[src/rtl/button_draw.sv]
// -----------------------------------------------------------------------------
// button_draw
//
// Purpose:
//   Streaming VGA overlay stage that draws one rectangular button from an
//   external image ROM. The incoming pixel position is turned into a ROM
//   address, the ROM's registered pixel is composited over the background, and
//   every timing signal is delayed so the output stays pixel-aligned (3 clocks
//   from input to output). A press pulse starts a "pressed" flash: the button
//   is drawn with inverted colours for PRESS_FRAMES frames.
//
// Ports:
//   clk, rst_n                 pixel clock, asynchronous active-low reset
//   hcount_in, vcount_in       current pixel position (11 bits each)
//   hsync_in, vsync_in         VGA sync inputs
//   hblnk_in, vblnk_in         VGA blanking inputs
//   rgb_in                     background pixel (12-bit RGB)
//   press                      single-cycle press pulse
//   rom_addr                   address to the button image ROM
//   rom_rgb                    ROM pixel, valid one clock after rom_addr
//   hcount_out, vcount_out     position delayed by 3 clocks
//   hsync_out, vsync_out       sync delayed by 3 clocks
//   hblnk_out, vblnk_out       blanking delayed by 3 clocks
//   rgb_out                    composited pixel
//   busy                       high while the pressed flash is active
// -----------------------------------------------------------------------------
module button_draw #(
    parameter int XPOS             = 0,
    parameter int YPOS             = 0,
    parameter int WIDTH            = 128,
    parameter int HEIGHT           = 64,
    parameter int ROM_ADDRESS_SIZE = 16,
    parameter int PRESS_FRAMES     = 15
) (
    input  logic                        clk,
    input  logic                        rst_n,
    input  logic [10:0]                 hcount_in,
    input  logic [10:0]                 vcount_in,
    input  logic                        hsync_in,
    input  logic                        vsync_in,
    input  logic                        hblnk_in,
    input  logic                        vblnk_in,
    input  logic [11:0]                 rgb_in,
    input  logic                        press,
    output logic [ROM_ADDRESS_SIZE-1:0] rom_addr,
    input  logic [11:0]                 rom_rgb,
    output logic [10:0]                 hcount_out,
    output logic [10:0]                 vcount_out,
    output logic                        hsync_out,
    output logic                        vsync_out,
    output logic                        hblnk_out,
    output logic                        vblnk_out,
    output logic [11:0]                 rgb_out,
    output logic                        busy
);

    // Window bounds are held in 12 bits so a window touching the right or
    // bottom screen edge cannot wrap around.
    localparam logic [11:0] X_LO       = 12'(XPOS);
    localparam logic [11:0] X_HI       = 12'(XPOS + WIDTH - 1);
    localparam logic [11:0] Y_LO       = 12'(YPOS);
    localparam logic [11:0] Y_HI       = 12'(YPOS + HEIGHT - 1);
    localparam logic [7:0]  PRESS_LOAD = 8'(PRESS_FRAMES);

    typedef struct packed {
        logic [10:0] hcount;
        logic [10:0] vcount;
        logic        hsync;
        logic        vsync;
        logic        hblnk;
        logic        vblnk;
        logic [11:0] rgb;
    } vga_t;

    typedef enum logic {
        IDLE,
        PRESSED
    } state_t;

    typedef enum logic {
        MODE_NORMAL,
        MODE_INVERT
    } mode_t;

    // Pipeline registers
    vga_t                        vga_d;
    vga_t                        s1_q;
    vga_t                        s2_q;
    vga_t                        out_q;
    vga_t                        out_d;
    logic                        hit_d;
    logic                        hit_s1_q;
    logic                        hit_s2_q;
    logic [7:0]                  relx;
    logic [7:0]                  rely;
    logic [ROM_ADDRESS_SIZE-1:0] rom_addr_d;
    logic [ROM_ADDRESS_SIZE-1:0] rom_addr_q;

    // Flash state
    state_t                      state_q;
    state_t                      state_d;
    logic [7:0]                  cnt_q;
    logic [7:0]                  cnt_d;
    mode_t                       mode_q;
    mode_t                       mode_d;
    logic                        vsync_edge;

    // -------------------------------------------------------------------------
    // Stage 0: window hit test and ROM address. The offsets are only ever
    // used modulo 256, so the low byte subtraction is all that is needed.
    // -------------------------------------------------------------------------
    always_comb begin
        vga_d = '{hcount: hcount_in, vcount: vcount_in,
                  hsync:  hsync_in,  vsync:  vsync_in,
                  hblnk:  hblnk_in,  vblnk:  vblnk_in,
                  rgb:    rgb_in};
        hit_d = ({1'b0, hcount_in} >= X_LO) && ({1'b0, hcount_in} <= X_HI) &&
                ({1'b0, vcount_in} >= Y_LO) && ({1'b0, vcount_in} <= Y_HI) &&
                !hblnk_in && !vblnk_in;
        relx  = hcount_in[7:0] - X_LO[7:0];
        rely  = vcount_in[7:0] - Y_LO[7:0];
        rom_addr_d = hit_d ? ROM_ADDRESS_SIZE'({rely, relx}) : '0;
    end

    // -------------------------------------------------------------------------
    // Stages 1 and 2: carry the timing, background pixel and hit flag along
    // while the ROM turns the stage-1 address into rom_rgb.
    // -------------------------------------------------------------------------
    always_ff @(posedge clk or negedge rst_n) begin
        if (!rst_n) begin
            s1_q       <= '0;
            s2_q       <= '0;
            hit_s1_q   <= 1'b0;
            hit_s2_q   <= 1'b0;
            rom_addr_q <= '0;
        end else begin
            s1_q       <= vga_d;
            s2_q       <= s1_q;
            hit_s1_q   <= hit_d;
            hit_s2_q   <= hit_s1_q;
            rom_addr_q <= rom_addr_d;
        end
    end

    assign rom_addr = rom_addr_q;

    // -------------------------------------------------------------------------
    // Stage 3 compositing: blanking always forces black, the button covers
    // the background inside the window, inverted while the flash is shown.
    // -------------------------------------------------------------------------
    always_comb begin
        out_d = s2_q;
        if (s2_q.hblnk || s2_q.vblnk) begin
            out_d.rgb = 12'h000;
        end else if (hit_s2_q) begin
            out_d.rgb = (mode_q == MODE_INVERT) ? (rom_rgb ^ 12'hFFF) : rom_rgb;
        end
    end

    always_ff @(posedge clk or negedge rst_n) begin
        if (!rst_n) begin
            out_q <= '0;
        end else begin
            out_q <= out_d;
        end
    end

    assign hcount_out = out_q.hcount;
    assign vcount_out = out_q.vcount;
    assign hsync_out  = out_q.hsync;
    assign vsync_out  = out_q.vsync;
    assign hblnk_out  = out_q.hblnk;
    assign vblnk_out  = out_q.vblnk;
    assign rgb_out    = out_q.rgb;

    // The stage-1 vsync register is exactly the previous vsync_in sample, so
    // it doubles as the edge-detect history.
    assign vsync_edge = vsync_in && !s1_q.vsync;

    // -------------------------------------------------------------------------
    // Flash FSM state register.
    // -------------------------------------------------------------------------
    always_ff @(posedge clk or negedge rst_n) begin
        if (!rst_n) begin
            state_q <= IDLE;
            cnt_q   <= 8'd0;
            mode_q  <= MODE_NORMAL;
        end else begin
            state_q <= state_d;
            cnt_q   <= cnt_d;
            mode_q  <= mode_d;
        end
    end

    // -------------------------------------------------------------------------
    // Flash FSM next state. The display mode only follows the FSM at a frame
    // edge so a frame is never half normal, half inverted. A press always
    // reloads the frame count, even when it lands on a vsync edge.
    // -------------------------------------------------------------------------
    always_comb begin
        state_d = state_q;
        cnt_d   = cnt_q;
        mode_d  = mode_q;
        if (vsync_edge) begin
            mode_d = (state_q == PRESSED) ? MODE_INVERT : MODE_NORMAL;
        end
        case (state_q)
            IDLE: begin
                if (press) begin
                    state_d = PRESSED;
                    cnt_d   = PRESS_LOAD;
                end
            end
            PRESSED: begin
                if (press) begin
                    cnt_d = PRESS_LOAD;
                end else if (vsync_edge) begin
                    if (cnt_q == 8'd1) begin
                        state_d = IDLE;
                        cnt_d   = 8'd0;
                    end else begin
                        cnt_d = cnt_q - 8'd1;
                    end
                end
            end
            default: begin
                state_d = IDLE;
                cnt_d   = 8'd0;
            end
        endcase
    end

    // -------------------------------------------------------------------------
    // Flash FSM outputs.
    // -------------------------------------------------------------------------
    always_comb begin
        busy = (state_q == PRESSED);
    end

endmodule

[config.mk]
export PLATFORM = sky130hd
export DESIGN_NAME = button_draw
export DESIGN_NICKNAME = d
export VERILOG_FILES = /design/src/rtl/button_draw.sv
export SDC_FILE = /design/constraint.sdc
export NUM_CORES = 1
export LEC_CHECK = 0
export ABC_AREA = 1
export BUFFER_PORTS_ARGS = -buffer_cell sky130_fd_sc_hd__buf_2
export CAP_MARGIN = 0
export CORE_MARGIN = 2
export CORE_UTILIZATION = 23
export DETAILED_ROUTE_END_ITERATION = 16
export GPL_TIMING_DRIVEN = 0
export PLACE_DENSITY = 0.39
export SLEW_MARGIN = 20
export SYNTH_ARGS = -nofsm -noshare
export SYNTH_HDL_FRONTEND = slang
export SYNTH_SLANG_ARGS = --single-unit
export TNS_END_PERCENT = 30
[constraint.sdc]
create_clock -name clk -period 1.3 [get_ports clk]
set_input_delay 0.13 -clock clk [delete_from_list [all_inputs] [get_ports clk]]
set_output_delay 0.13 -clock clk [all_outputs]
set_load 0.01 [all_outputs]
==> flow_summary_export.csv, run 1 <==
group,metric,value,unit
worst_setup_path,worstPathRequired,1600,ps
global_routing,grt_pass1_vias,2749,
cts,postCtsSetupBuffers,0,
yosys,synth.avg_cell_area,13.9,um2
pwr,peakVddDrop,0.000828,V
cts,clockRootBuffer,"clkbuf_16",
routing,drc_errors,0,
pwr,power.total,0.0104,W
routing,drt-total-wl,8570,um
die,core,0.0188,mm2
die,fp.dieW,143,um
sta,skew,6.90,ps
sta,layout_min_cycle_time,1200,ps
hold_path,hp-class,"in -> reg",
sta,fmax,835,MHz
yosys,synth_top_area_cell,"dfrtp_1",
pwr,power.density,1620,mW/mm2
job,maxCapViolCount,0,
global_routing,grt_pass1_wl,14300,um
cts,cts.sinks,142,
cts,cts_buffers,17,
sta,setup_viol,0,
die,die-area,0.0204,mm2
die,start_util,23.6,%
cts,clk_latency,410,ps
final_layout,fin_area,0.00639,mm2
die,ioPinCount,108,
cts,cts_buffer_depth,2,
sta,worst_hold_slack,39.6,ps
routing,vias,2675,
yosys,syn_inst,320,
yosys,ys_seq_area_share,80.0,%
status,status,"completed",
worst_setup_path,start_kind,"flip-flop",
yosys,syn_area,0.00444,mm2
placed_design,gp_congestion,0.739,
die,die_h,143,um
cts,clk_pin_slew,60,ps
global_routing,grt_max_degree,80,
final_layout,num-nets-final,544,
routing,vias_per_cell,3.50,
placed_design,place_inst,690,
sta,fin_crit_sh,92.1,%
sta,final_hold_viol_count,0,
yosys,ys.flop_type,"dfrtp_1",
worst_setup_path,critPathCaptureType,"flip-flop",
worst_setup_path,cp_max_fo,4,
yosys,yosys_warnings,0,
placed_design,portBuffers,107,
yosys,yosysTopAreaCellShare,80.0,%
placed_design,placed_area,0.00535,mm2
routing,first_pass_iters,4,
sta,fin_ws,103,ps
sta,slew_viol_final,0,
routing,wl_per_cell,11.2,um
final_layout,syn_to_final_growth,44.0,%
cts,cts_max_level,4,
cts,cts_tree,"yes",
yosys,synth-seq-cells,142,
global_routing,grt_usage,9.26,%
placed_design,pre_cts_ws,36.0,ps
global_routing,overflow,0,
worst_setup_path,crit_type,"reg -> reg",
final_layout,stdcell_count,764,
pwr,p_leak,3.27,nW
yosys,synth_area_leaders,"dfrtp_1 (80%), inv_1 (3.3%), nor2_1 (3.3%)",
yosys,synthDistinctLibCells,24,
sta,rsz0062_at_grt,"yes",
yosys,synth-edff-count,0,
routing,drtAntennaViolNets,0,
global_routing,antenna_found_initial,2,
placed_design,dp_hpwl,5590,um
die,num_rows,50,
worst_setup_path,worstPathArrival,1500,ps
yosys,async_flop_share,100,%
routing,drt_iter0_markers,116,
final_layout,fill_cells,1903,
final_layout,drive_above_1_share,33.9,%
[critical path: stages, from the launching register on]
cell and delay [ps]:
dfrtp_1 400, inv_2 70, ha_1 150, nand2_2 60
nor2_2 80, nand2_2 80, nand2_4 100, nor2_4 50
nand2_1 60, nand2_1 50
[flip-flops by register name, summed over array words and instances (netlist names), 8 cells and up]
register and flops:
s1_q 38, out_d 26, rom_addr 16, rgb_out 12, s2_q 12, hcount_out 11, vcount_out 11, cnt_q 8
[where the power goes]
part           internal [W]  switching (W)
registers           0.00461      0.0000531
clock network       0.00318        0.00195
logic              0.000263       0.000306
total               0.00805        0.00231
[cell usage after synthesis (3+ instances only)]
master and number:
o21ai_0 11, xor2_1 14, nor2_2 12, inv_1 39, nand3_1 3, nor2_1 39, buf_6 3, dfrtp_1 142
o21ai_1 7, a21oi_1 4, nand2_1 28, inv_2 3
[routing by layer]
layer	up-vias	share of wire (%)	GRT usage [%]
met4	0	1.7	4.22
li1	1308	-	-
met5	-	0	0
met3	9	7.0	4.19
met2	72	46	13.3
met1	1286	45	11.9
[final cells by class]
class,count,area [um2],area share [%]
multi-input cells,132,698,10.9
plain buffers,6,51.3,0.802
flip-flops and latches,142,3550,55.6
diodes,2,5.00,0.0783
clock inverters,13,178,2.78
inverters,42,158,2.47
repair buffers,148,973,15.2
clock buffers,19,453,7.08
well taps,260,325,5.09
[cells by family (layout without fill, tap and decap cells)]
family / count (synthesis) / count (layout) / share of synthesized area, %
flip-flops: 142 / 142 / 80.0
AND/OR/NAND/NOR: 90 / 90 / 9.24
buffers and inverters: 48 / 228 / 4.68
AO/OA/AOI/OAI: 22 / 22 / 2.48
XOR/XNOR: 15 / 15 / 2.96
adder cells (fa/ha/maj): 2 / 2 / 0.563
other: 1 / 5 / 0.0844
[metrics by stage]
| stage | util [%] | setup TNS (ps) |
|---|---|---|
| global placement | 28.2 | -272660 |
| global route | 34.0 | -51.7 |
| detailed placement | 28.4 | 0 |
| CTS | 33.9 | 0 |
| floorplan | - | 0 |
| finish | 34.0 | 0 |
[layout by cell type, fill, tap and decap left out, drive strengths merged]
master       instances
dfrtp              142
buf                113
nor2                52
inv                 47
dlygate4sd3         40
nand2               32
clkbuf              20
o21ai               18
xor2                14
clkinv               5
a21oi                4
nand3                4
bufinv               3
conb                 3
diode                2
ha                   2
or2                  1
nand4                1
xnor2                1
[what timing repair did]
| item | CTS | global route |
|---|---|---|
| hold buffers | 40 | 0 |
| hold endpoints to repair | 115 | 0 |
| endpoints found under the setup margin | 0 | 17 |
| gates resized for setup | 0 | 7 |
[worst paths after layout]
check,startpoint,endpoint,slack (ps),cells after the start
setup / recovery,cnt_q[1],cnt_q[7],100,9
hold / removal,rom_rgb[7],rgb_out[7],40,4
setup reg to reg,cnt_q[1],cnt_q[7],100,9
hold reg to reg,out_d[21],vcount_out[5],350,0
max in group asynchronous,rst_n,s1_q[12],320,3
min in group asynchronous,rst_n,busy,240,2
Power figures use the tool's default switching activity.
==> run 2, diff against run 1 <==
--- a/config.mk
+++ b/config.mk
@@ -8,11 +8,13 @@
 export ABC_AREA = 1
 export BUFFER_PORTS_ARGS = -buffer_cell sky130_fd_sc_hd__buf_2
 export CAP_MARGIN = 0
+export CELL_PAD_IN_SITES_DETAIL_PLACEMENT = 1
+export CELL_PAD_IN_SITES_GLOBAL_PLACEMENT = 2
 export CORE_MARGIN = 2
 export CORE_UTILIZATION = 23
 export DETAILED_ROUTE_END_ITERATION = 16
 export GPL_TIMING_DRIVEN = 0
-export PLACE_DENSITY = 0.39
+export PLACE_DENSITY = 0.53
 export SLEW_MARGIN = 20
 export SYNTH_ARGS = -nofsm -noshare
 export SYNTH_HDL_FRONTEND = slang
==> run 2 against run 1 <==
Net effect:
- final area down 0.22%
- first-iteration DRC count down 66%
- die area unchanged
- sequential share of layout area up 0.14 points
- register-to-register slack about the same
- combinational power up 1%
- power down 1.2%
- clock power down 3%
- global-route usage up 0.60 points
- hold slack worse by 0.54 ps
- wire length up 6.5%
- cell count down 0.26%
- largest cell class unchanged
- largest power group unchanged
==> flow_summary_export.csv, run 2 (same netlist as run 1, synthesis figures left out) <==
group,metric,value,unit
cts,cts_buffers,17,
final_layout,diodes,0,
worst_setup_path,cp_slowest_cell,"dfrtp_1",
cts,cts.sinks,142,
cts,cts_tree,"yes",
worst_setup_path,r2r_cells,9,
worst_setup_path,start_kind,"flip-flop",
final_layout,num-nets-final,544,
routing,drc_errors,0,
worst_setup_path,r2r_setup_slack,100,ps
worst_setup_path,worstPathArrival,1500,ps
placed_design,dp_hpwl,6240,um
worst_setup_path,worst_path_largest_cell_delay,400,ps
global_routing,grt_max_degree,82,
worst_setup_path,cp_top_family,"simple AND/OR/NAND/NOR gates",
pwr,power.total,0.0102,W
sta,skew,11.0,ps
routing,drt-total-wl,9130,um
worst_setup_path,path_cells,"inv_2, ha_4, nand2_2, nor2_2, nand2_2, nand2_4, nor2_4, nand2_1, nand2_1",
global_routing,antenna_found_initial,0,
routing,drt_iter0_markers,39,
routing,wl_per_cell,12.0,um
global_routing,grt_pass1_vias,2980,
global_routing,grt_usage,9.86,%
cts,clockRootBuffer,"clkbuf_16",
pwr,p_leak,3.24,nW
sta,setup_viol,0,
hold_path,min_to,"busy",
sta,final_hold_viol_count,0,
routing,drtAntennaViolNets,0,
sta,layout_min_cycle_time,1200,ps
hold_path,worstHoldStart,"press",
sta,fmax,832,MHz
sta,fin_crit_sh,92.5,%
final_layout,final_common_cell,"dfrtp_1",
placed_design,gp_congestion,0.674,
cts,clk_pin_slew,60,ps
die,fp.dieW,143,um
die,die-area,0.0204,mm2
worst_setup_path,cp_num_buf_inv,1,
sta,fin_ws,97.4,ps
placed_design,portBuffers,107,
job,maxCapViolCount,0,
global_routing,overflow,0,
final_layout,largest_register,"s1_q",
die,die_h,143,um
final_layout,drive_above_1_share,34.7,%
routing,vias,2726,
worst_setup_path,crit_type,"reg -> reg",
routing,vias_per_cell,3.58,
worst_setup_path,critPathCaptureType,"flip-flop",
routing,first_pass_iters,4,
hold_path,holdPathStages,3,
worst_setup_path,cp_max_fo,4,
final_layout,final_cell_mix,"dfrtp_1 (141), buf_2 (107), dlygate4sd3_1 (39)",
pwr,power.density,1600,mW/mm2
worst_setup_path,r2r-end,"cnt_q[4]",
sta,rsz0062_at_grt,"yes",
die,ioPinCount,108,
die,core,0.0188,mm2
cts,clk_latency,410,ps
final_layout,syn_to_final_growth,43.7,%
cts,cts_max_level,4,
sta,slew_viol_final,0,
worst_setup_path,r2r-start,"cnt_q[1]",
pwr,peakVddDrop,0.000788,V
worst_setup_path,worstPathRequired,1600,ps
final_layout,largest_register_ffs,38,
final_layout,fin_area,0.00638,mm2
status,status,"completed",
global_routing,grt_pass1_wl,15200,um
placed_design,pre_cts_ws,50.2,ps
die,num_rows,50,
hold_path,hp-class,"in -> reg",
die,start_util,23.6,%
cts,cts_buffer_depth,2,
placed_design,placed_area,0.00535,mm2
[run 2: cell types whose count changed in the layout (fill, tap and decap cells not counted), moves of 2 or more]
cell        previous run  this run
nor2_2                12        14
clkinvlp_4             0         3
clkbuf_8               2         0
diode_2                2         0
inv_8                  3         1
ha_1                   2         0
inv_6                  2         4
[run 2: final cells by class]
type                            instances  area [um2]
Sequential cell                       142        3550
Clock inverter                         14         181
Timing Repair Buffer                  148         971
Tap cell                              260         325
Buffer                                  6        51.3
Multi-Input combinational cell        132         711
Clock buffer                           18         429
Inverter                               42         158
Fill cell                            2047       12400
[run 2: report_power, final]
part | switching (W) | total (W) | internal (W)
registers | 0.0000576 | 0.00467 | 0.00461
clock network | 0.00193 | 0.00499 | 0.00306
logic | 0.000312 | 0.000577 | 0.000265
[run 2: worst max path at each step]
stage,depth (start not counted),from,slack [ps],endpoint
2_1_floorplan,7,cnt_q[1],190,busy
3_3_place_gp,1,rst_n,-1880,s1_q[34]
3_5_place_dp,9,cnt_q[1],50,cnt_q[7]
4_1_cts,9,cnt_q[1],20,cnt_q[5]
5_1_grt,8,vcount_in[7],-30,rom_addr[12]
6_report,9,cnt_q[1],100,cnt_q[4]
[run 2: stage by stage]
stage	TNS, ps	utilization, %	hold WS, ps	cells
after global routing	-130	33.9	33.8	762
after detailed placement	0	28.4	97.7	690
after floorplan	0	-	-166	322
after CTS	0	33.7	12.4	761
after global placement	-264640	28.2	240	689
final	0	33.9	39.1	762
[run 2: per-layer routing]
layer,up-vias,wire [um],track usage (%)
li1,1294,-,-
met1,1352,4070,12.1
met2,72,4340,15.3
met3,8,582,4.19
met4,0,127,4.06
met5,-,0,0
[run 2: worst reg2reg max path: cells and delay by family (launching register included)]
family                   cells  cell delay [ps]
adder cells (fa/ha/maj)      1              120
buffers and inverters        1               90
flip-flops                   1              400
AND/OR/NAND/NOR              7              480
[run 2: timing repair]
item,4_1_cts,5_1_grt
endpoints found under the setup margin,0,19
hold buffers,39,0
endpoints found under the hold margin,112,0
buffers inserted,0,1
resized for setup,0,11
==> run 3, diff against run 2 <==
--- a/config.mk
+++ b/config.mk
@@ -12,9 +12,10 @@
 export CELL_PAD_IN_SITES_GLOBAL_PLACEMENT = 2
 export CORE_MARGIN = 2
 export CORE_UTILIZATION = 23
+export CTS_BUF_LIST = sky130_fd_sc_hd__clkbuf_2
 export DETAILED_ROUTE_END_ITERATION = 16
 export GPL_TIMING_DRIVEN = 0
-export PLACE_DENSITY = 0.53
+export PLACE_DENSITY_LB_ADDON = 0.1
 export SLEW_MARGIN = 20
 export SYNTH_ARGS = -nofsm -noshare
 export SYNTH_HDL_FRONTEND = slang
==> run 3 against run 2 <==
Net effect:
- the flow now finishes with violations (negative setup slack)
- via count grew 7.6%
- sequential power about the same
- utilization rose by 0.86 points
- largest cell class unchanged
- sequential share of layout area shrank 1.4 points
- fmax is 11% lower
- sequential cell count unchanged
- die area unchanged
- wire length up 6.9%
==> flow_summary_export.csv, run 3 (same netlist as run 1, synthesis figures left out) <==
group,metric,value,unit
final_layout,syn_to_final_growth,47.3,%
worst_setup_path,worst_path_largest_cell_delay,440,ps
routing,vias,2932,
global_routing,grt_max_degree,89,
final_layout,largest_register_ffs,38,
sta,setup_tns,-1500,ps
die,die-area,0.0204,mm2
cts,cts_tree,"yes",
pwr,power.density,1220,mW/mm2
global_routing,grt_pass1_vias,3221,
cts,cts_buffer_depth,2,
sta,slew_viol_final,0,
routing,drt-total-wl,9760,um
global_routing,grt_usage,10.3,%
worst_setup_path,crit_type,"reg -> out",
routing,drtAntennaViolNets,0,
routing,drc_errors,0,
hold_path,hp-class,"in -> reg",
die,num_rows,50,
sta,setup_viol,52,
sta,worst_hold_slack,133,ps
sta,fin_ws,-57.4,ps
worst_setup_path,worstPathRequired,1170,ps
worst_setup_path,r2r-start,"cnt_q[0]",
die,die_h,143,um
global_routing,antenna_found_initial,1,
final_layout,drive_above_1_share,31.2,%
cts,cts_buffers,17,
pwr,peakVddDrop,0.000688,V
cts,clk_latency,660,ps
worst_setup_path,cp_max_fo,1,
die,fp.dieW,143,um
global_routing,overflow,0,
pwr,p_leak,3.31,nW
routing,vias_per_cell,3.64,
hold_path,worstHoldStart,"vcount_in[3]",
sta,fin_crit_sh,104,%
worst_setup_path,worstPathArrival,1230,ps
sta,layout_min_cycle_time,1360,ps
worst_setup_path,cp_slowest_cell,"dfrtp_1",
sta,rsz0062_at_grt,"yes",
placed_design,pre_cts_ws,-3.38,ps
sta,fmax,737,MHz
die,start_util,23.6,%
status,status,"complete, but fails checks",
placed_design,gp_congestion,0.698,
sta,skew,26.1,ps
placed_design,dp_hpwl,6180,um
routing,drt_iter0_markers,64,
final_layout,largest_register,"s1_q",
worst_setup_path,start_kind,"flip-flop",
worst_setup_path,cp-startpoint,"vcount_out[7]",
routing,wl_per_cell,12.1,um
worst_setup_path,critPathCaptureType,"primary output",
job,maxCapViolCount,0,
routing,first_pass_iters,4,
final_layout,fin_util,34.7,%
cts,cts_max_level,4,
final_layout,final_common_cell,"dfrtp_1",
global_routing,grt_pass1_wl,15900,um
die,core,0.0188,mm2
die,ioPinCount,108,
worst_setup_path,cp_num_buf_inv,1,
sta,final_hold_viol_count,0,
final_layout,final_cell_mix,"dfrtp_1 (142), buf_2 (90), dlygate4sd3_1 (82)",
worst_setup_path,cp_top_family,"flip-flops",
cts,clockRootBuffer,"clkbuf_2",
final_layout,num-nets-final,587,
status,violations,"negative setup slack",
cts,clk_pin_slew,230,ps
worst_setup_path,path_cells,"buf_6",
cts,cts.sinks,142,
placed_design,portBuffers,107,
## run 3: cell types whose count changed in the layout (fill, tap and decap cells not counted), moves of 2 or more
cell,delta
clkbuf_2,+18
buf_2,-17
ha_1,+2
dlygate4sd3_1,+43
clkbuf_16,-17
buf_6,+17
## run 3: where the power goes
group	switching, W	total [W]	internal, W
sequential	0.0000606	0.00467	0.00461
combinational	0.000328	0.000700	0.000372
clock	0.00170	0.00262	0.000925
## run 3: timing repair
action | CTS | global route
buffers inserted | 1 | 0
endpoints found under the setup margin | 58 | 72
hold endpoints to repair | 216 | 10
resized for setup | 10 | 13
hold buffers | 72 | 10
## run 3: area by class of cell
| type | instances | area [um2] |
|---|---|---|
| Timing Repair Buffer | 191 | 1510 |
| Clock buffer | 18 | 90.1 |
| Fill cell | 2077 | 12300 |
| Buffer | 6 | 51.3 |
| Antenna cell | 1 | 2.50 |
| Tap cell | 260 | 325 |
| Multi-Input combinational cell | 132 | 693 |
| Clock inverter | 14 | 156 |
| Sequential cell | 142 | 3550 |
| Inverter | 42 | 158 |
## run 3: metrics by stage
stage / cell area, um2 / std cells / total power [W]
after floorplan: 4450 / 322 / 0.00493
after global placement: 5310 / 689 / 0.00522
after detailed placement: 5350 / 690 / 0.00525
after CTS: 6380 / 795 / 0.00817
after global routing: 6540 / 806 / 0.00849
final: 6540 / 806 / 0.00799
## run 3: path summary, 6_finish.rpt
kind                                 end  slack (ps)  depth (start not counted)
setup / recovery           vcount_out[7]         -60                          1
hold / removal                  s1_q[19]         130                          2
setup reg to reg                cnt_q[6]          60                          8
hold reg to reg            hcount_out[8]         360                          0
max in group asynchronous       cnt_q[5]         100                          4
min in group asynchronous      out_d[15]         440                          3
## run 3: worst register-to-register path, stage by stage, from the launching register on
cell,delay (ps)
dfrtp_1,460
ha_1,200
nand2_1,80
nor2_2,50
nand2_2,80
nand2_4,70
nor2_4,130
nand2_1,70
nand2_1,60
## run 3: routing by layer
layer  global-route usage (%)  vias to the layer above  wire (um)
met5                        0                        -          0
met4                     3.13                        0        125
met3                     4.66                       10        629
met2                     16.8                       72       4800
met1                     12.2                     1469       4200
li1                         -                     1381          -
